**config.mk**
```make
export PLATFORM = sky130hd
export DESIGN_NAME = mac_operand_feeder
export DESIGN_NICKNAME = d
export VERILOG_FILES = /design/src/rtl/mac_operand_feeder.sv
export SDC_FILE = /design/constraint.sdc
export NUM_CORES = 1
export LEC_CHECK = 0
export CELL_PAD_IN_SITES_DETAIL_PLACEMENT = 0
export CELL_PAD_IN_SITES_GLOBAL_PLACEMENT = 1
export CORE_UTILIZATION = 29
export CTS_BUF_LIST = sky130_fd_sc_hd__clkbuf_4 sky130_fd_sc_hd__clkbuf_8
export DETAILED_ROUTE_END_ITERATION = 12
export GPL_ROUTABILITY_DRIVEN = 0
export GPL_TIMING_DRIVEN = 0
export PLACE_DENSITY = 0.77
export SLEW_MARGIN = 30
export SYNTH_ARGS = -nofsm -noshare
export SYNTH_HDL_FRONTEND = slang
export SYNTH_SLANG_ARGS = --single-unit
```
**constraint.sdc**
```tcl
create_clock -name clk -period 2 [get_ports clk]
set_input_delay 0.2 -clock clk [delete_from_list [all_inputs] [get_ports clk]]
set_output_delay 0.2 -clock clk [all_outputs]
set_load 0.005 [all_outputs]
```
**src/rtl/mac_operand_feeder.sv**
```systemverilog
// Sequences one MAC unit through a VEC_LEN-long dot product. It pops paired
// operands, clears the MAC, streams the pairs with En pacing and captures Cout.
//
// state   | meaning
// --------+-----------------------------------------------------------
// S_IDLE  | waiting for start; result held
// S_CLEAR | one cycle with mac_clr high
// S_STREAM| popping A/B pairs together, one mac_en per pop
// S_DRAIN | waiting out the MAC pipeline, then capture mac_cout
module mac_operand_feeder #(
  parameter int DATA_WIDTH = 8,
  parameter int VEC_LEN    = 8
) (
  input  logic                    clk,
  input  logic                    rst,
  input  logic                    start,
  output logic                    busy,
  output logic                    done,
  input  logic                    a_valid,
  input  logic [DATA_WIDTH-1:0]   a_data,
  output logic                    a_ready,
  input  logic                    b_valid,
  input  logic [DATA_WIDTH-1:0]   b_data,
  output logic                    b_ready,
  output logic                    mac_en,
  output logic                    mac_clr,
  output logic [DATA_WIDTH-1:0]   mac_a,
  output logic [DATA_WIDTH-1:0]   mac_b,
  input  logic [3*DATA_WIDTH-1:0] mac_cout,
  output logic [3*DATA_WIDTH-1:0] result,
  output logic                    result_valid
);

  localparam int RES_W = 3 * DATA_WIDTH;
  localparam int CNT_W = $clog2(VEC_LEN + 1);
  localparam logic [CNT_W-1:0] LAST_PAIR = CNT_W'(VEC_LEN - 1);

  typedef enum logic [1:0] {
    S_IDLE,
    S_CLEAR,
    S_STREAM,
    S_DRAIN
  } state_t;

  state_t                  state_q, state_d;
  logic [CNT_W-1:0]        pair_cnt_q, pair_cnt_d;
  logic [1:0]              drain_cnt_q, drain_cnt_d;
  logic                    mac_en_q, mac_en_d;
  logic                    mac_clr_q, mac_clr_d;
  logic [DATA_WIDTH-1:0]   mac_a_q, mac_a_d;
  logic [DATA_WIDTH-1:0]   mac_b_q, mac_b_d;
  logic [RES_W-1:0]        result_q, result_d;
  logic                    result_valid_q, result_valid_d;
  logic                    pop;

  // A and B are only ever consumed as a pair.
  assign pop = (state_q == S_STREAM) && a_valid && b_valid;

  always_comb begin
    state_d        = state_q;
    pair_cnt_d     = pair_cnt_q;
    drain_cnt_d    = drain_cnt_q;
    mac_en_d       = 1'b0;
    mac_clr_d      = 1'b0;
    mac_a_d        = mac_a_q;
    mac_b_d        = mac_b_q;
    result_d       = result_q;
    result_valid_d = 1'b0;

    case (state_q)
      S_IDLE: begin
        if (start) begin
          state_d   = S_CLEAR;
          mac_clr_d = 1'b1;
        end
      end
      S_CLEAR: begin
        state_d    = S_STREAM;
        pair_cnt_d = '0;
      end
      S_STREAM: begin
        if (pop) begin
          mac_en_d   = 1'b1;
          mac_a_d    = a_data;
          mac_b_d    = b_data;
          pair_cnt_d = pair_cnt_q + 1'b1;
          if (pair_cnt_q == LAST_PAIR) begin
            state_d     = S_DRAIN;
            drain_cnt_d = '0;
          end
        end
      end
      S_DRAIN: begin
        // Two MAC pipeline stages plus one cycle for Cout to settle.
        if (drain_cnt_q == 2'd2) begin
          result_d       = mac_cout;
          result_valid_d = 1'b1;
          state_d        = S_IDLE;
        end else begin
          drain_cnt_d = drain_cnt_q + 1'b1;
        end
      end
      default: state_d = S_IDLE;
    endcase
  end

  always_ff @(posedge clk) begin
    if (rst) begin
      state_q        <= S_IDLE;
      pair_cnt_q     <= '0;
      drain_cnt_q    <= '0;
      mac_en_q       <= 1'b0;
      mac_clr_q      <= 1'b0;
      mac_a_q        <= '0;
      mac_b_q        <= '0;
      result_q       <= '0;
      result_valid_q <= 1'b0;
    end else begin
      state_q        <= state_d;
      pair_cnt_q     <= pair_cnt_d;
      drain_cnt_q    <= drain_cnt_d;
      mac_en_q       <= mac_en_d;
      mac_clr_q      <= mac_clr_d;
      mac_a_q        <= mac_a_d;
      mac_b_q        <= mac_b_d;
      result_q       <= result_d;
      result_valid_q <= result_valid_d;
    end
  end

  assign a_ready      = pop;
  assign b_ready      = pop;
  assign busy         = (state_q != S_IDLE);
  assign done         = result_valid_q;
  assign result_valid = result_valid_q;
  assign result       = result_q;
  assign mac_en       = mac_en_q;
  assign mac_clr      = mac_clr_q;
  assign mac_a        = mac_a_q;
  assign mac_b        = mac_b_q;

endmodule

```
=== Word level (Yosys, flattened, before mapping) ===
Cells that the tools add are included.

* Register bits: 51
* Logic and storage cells: 52

* $add $sub $neg: 2
* Eq/ne operators: 10
* Muxes and demuxes: 14
* Bitwise gates (word level): 3
* Reductions and logical operators: 14

{| class="wikitable"
|+ Operators with widths
! kind !! count
|-
| 2-to-1 mux 2 bit || 7
|-
| != test 2 bit (second input constant) || 4
|-
| case mux 2 bit (4 select lines) || 1
|-
| case mux 4 bit (2 select lines) || 1
|-
| AND reduction 4 bit || 2
|-
| == test 2 bit (second input constant) || 3
|-
| AND reduction 2 bit || 3
|-
| nonzero test 2 bit || 3
|-
| OR reduction 2 bit || 3
|-
| adder 4 x 1 -> 4 bit (second input constant) || 1
|-
| == test 4 x 3 -> 1 bit (second input constant) || 1
|-
| 2-to-1 mux 4 bit || 1
|-
| case mux 2 bit (2 select lines) || 1
|-
| 2-to-1 mux 1 bit || 3
|-
| NOT 1 bit || 3
|-
| adder 2 x 1 -> 2 bit (second input constant) || 1
|-
| == test 2 x 1 -> 1 bit (second input constant) || 1
|-
| logical AND 1 bit || 2
|-
| zero test 2 bit || 1
|-
| != test 2 x 1 -> 1 bit (second input constant) || 1
|}

=== Logic depth before layout (Yosys ltp) ===
Gate-level depths: netlist of run 1.

* Word-level depth: 5
* Gate-level depth with buffers: 7
* Gate-level depth less buffers: 6

=== Worst setup path after synthesis of run 1 ===
OpenSTA, ideal clock, no wires.

* Path kind: register -> output
* Start: reg state_q[0]
* End: out b_ready
* Arrival time: 1339 ps
* Setup slack: 461 ps
* Stages on the path, launching flop included: 7
* Buffers on the path: 2
* Cell sequence: dfxtp_1 > inv_1 > ha_1 > nand3_2 > clkinv_1 > buf_2 > buf_4

* Cells in the longest elaborated chain, start to end: 3

{| class="wikitable"
|+ RTL lines
! item !! RTL line !! RTL
|-
| from (decl) || 45 || <nowiki>state_t state_q, state_d;</nowiki>
|-
| from (signal assigned) || 119 || <nowiki>state_q <= state_d;</nowiki>
|-
| == test 2 bit || 57 || <nowiki>assign pop = (state_q == S_STREAM) && a_valid && b_valid;</nowiki>
|-
| logical AND 1 bit (2 in a row) || 57 ||
|-
| to (decl) || 24 || <nowiki>output logic b_ready,</nowiki>
|}

No other way between the ends.

=== Worst setup path after layout of run 1 ===
* Start: reg state_q[1]
* End: out b_ready

Same word-level chain as after synthesis.

==> results of run 1 <==
-- report_power, final --
group | switching (mW) | internal, mW | total [mW]
Clock | 0.323 | 0.381 | 0.703
Sequential | 0.0259 | 1.05 | 1.08
Combinational | 0.154 | 0.219 | 0.373
-- routing by layer --
metal / vias up / part of all wire [%] / global-route usage (%)
met2: 54 / 45 / 23.99
li1: 974 / - / -
met3: 8 / 7.6 / 4.748
met4: 0 / 1.5 / 5.643
met5: - / 0 / 0
met1: 830 / 46 / 17.49
-- registers in the layout, summed over array words and instances, names as in the netlist --
name / count
mac_a: 8
mac_clr: 1
mac_b: 8
pair_cnt_q: 4
mac_en: 1
drain_cnt_q: 2
result: 24
done: 1
state_q: 2
-- cells in the mapped netlist --
master     instances
dfxtp_1           51
a2111oi_2          1
and2_1             1
a21boi_0           1
o21ai_0            1
buf_2              4
inv_1              5
nand2b_1           3
nand3_2            1
buf_1              1
o211a_1            1
or4_1              1
nand4_1            1
and3_1             1
clkinv_1           1
nand3b_1           1
nor2b_1            2
a21oi_1           43
o32a_1             1
nand2_1           88
or3_1              1
nand3_1            4
mux2i_1            3
nor2_1             4
clkbuf_1           8
ha_1               7
buf_4              2
xor2_1             1
-- worst paths after layout --
path | from | to | slack [ns] | depth (start not counted)
worst min-delay path | rst | result[2] | 0.30 | 2
worst min register to register | result[21] | result[21] | 0.45 | 2
worst max-delay path | state_q[1] | b_ready | 0.08 | 5
worst max register to register | state_q[1] | result[15] | 0.42 | 5
-- timing repair --
item                                    in CTS  in global routing
resized for setup                            6                  2
endpoints found under the setup margin       2                  1
cloned                                       1                  0
setup buffers                                0                  3
-- critical path: stages (launching register included) --
cell	delay [ns]
dfxtp_1	0.42
ha_4	0.19
nand3_4	0.12
inv_8	0.11
buf_4	0.10
clkdlybuf4s50_1	0.48
-- layout make-up --
| class | instances | area, um^2 |
|---|---|---|
| buffer | 14 | 63.81 |
| clock buffer | 6 | 76.32 |
| fill | 631 | 3319 |
| timing repair inverter | 1 | 5.005 |
| tap | 77 | 96.34 |
| multi-input combinational | 167 | 855.8 |
| clock inverter | 1 | 30.03 |
| sequential | 51 | 1022 |
| timing repair buffer | 93 | 923.4 |
| inverter | 6 | 30.03 |
-- cells by family after synthesis --
logic type | count (synthesis) | synth area share (%)
and+or+nand+nor | 108 | 22.93
adders and majority gates | 7 | 4.496
DFF | 51 | 52.41
xor gates and xnor gates | 1 | 0.4497
AOI/OAI and AO/OA | 48 | 13.49
buffers and inverters | 21 | 4.688
muxes | 3 | 1.541
-- per-stage QoR --
stage | power [mW] | setup TNS, ns
final | 2.154 | 0
after global routing | 2.265 | 0
after CTS | 2.183 | 0
after detailed placement | 1.449 | -0.3043
after global placement | 1.446 | -0.3202
after floorplan | 1.259 | 0
==> impl_metrics.json, run 1 <==
{
  "placed_area_um2": 2945,
  "drtIter0Drc": 76,
  "vias": 1866,
  "drv_slew": 0,
  "initial_core_util_pct": 30.33,
  "whs_ns": 0.2961,
  "period_share_pct": 96.12,
  "powerDensity_nw_per_um2": 694.1,
  "fin_ws_ns": 0.07767,
  "violations": "DRC",
  "cts.hold.buffers_added": 0,
  "syn_inst": 239,
  "ys_seq_area_share_pct": 52.41,
  "area_growth_pct": 59.28,
  "top_level_ports": 92,
  "yosysUniqueCellTypes": 28,
  "yosys.area.top_type_share_pct": 52.41,
  "via_per_inst": 4.486,
  "dp_hpwl_mm": 3.557,
  "relSlewSlack_pct": 65.25,
  "yosysWarnings": 0,
  "cts_max_level": 2,
  "fin_util_pct": 48.31,
  "grt_max_degree": 15,
  "track_usage_pct": 14.54,
  "ys_top_cells_by_area": "dfxtp_1, nand2_1, a21oi_1",
  "syn_area_um2": 1948,
  "final_cell_mix": "clkdlybuf4s50_1, nand2_1, dfxtp_1, a21oi_1, clkbuf_1",
  "wl_mm": 4.929,
  "fin_crit_ns": 1.922,
  "path_clk_slew_ns": 0.09,
  "critical_path_required_ns": 1.80,
  "hold_viol": 0,
  "rows": 29,
  "wire_per_inst_um": 11.85,
  "grt_pass1_vias": 1834,
  "tritoncts": "done",
  "worstPathMaxFanout": 10,
  "worstSetupEndpointType": "primary output",
  "cts_root_buffer": "clkbuf_8",
  "layout_commonest_cell": "clkdlybuf4s50_1",
  "first_pass_iters": 8,
  "rsz0062_at_grt": "no",
  "numPortBuffers": 90,
  "grt_pass1_wl_mm": 8.300,
  "ir_drop_uv": 277.2,
  "worst_slew_pin_slew_ns": 0.5212,
  "fmax_ghz": 0.5202,
  "dp_cells": 406,
  "crit_path_start_kind": "register",
  "dieArea_um2": 7049,
  "skew_ns": 0.002329,
  "fin_cells": 416,
  "diodes": 0,
  "core_area_um2": 6422,
  "clk_latency_ns": 0.30,
  "antenna_left": 0,
  "cellLeakagePower_nw": 1.101,
  "antenna_found_initial": 0,
  "drc": 16,
  "crit_arrival_ns": 1.72,
  "final_cell_area_um2": 3103,
  "numCtsBuffers": 5,
  "status": "finished with violations",
  "die_x_um": 83.96,
  "crit_type": "reg -> out",
  "drive_gt1_share_pct": 6.490,
  "post-place-ws_ns": -0.2031,
  "final_nets": 391,
  "grt-ovfl-total": 0,
  "syn_avg_cell_area_um2": 8.151,
  "min_path_type": "in -> reg",
  "dieHeight_um": 83.96,
  "clockBufferDepth": 2,
  "setup_viol": 0,
  "ys_ff_latch": 51,
  "yosys.area.top_type": "dfxtp_1",
  "cap_violations": 0,
  "cts.sinks": 51,
  "syn_nets": 291
}
(Power assumes the default switching activity.)
==> run 2: changes to the inputs <==
CAP_MARGIN = 40   (was not set)
SLEW_MARGIN = not set   (was 30)
==> results of run 2 <==
The final DEF is identical to that of run 1; final timing and power are the same.
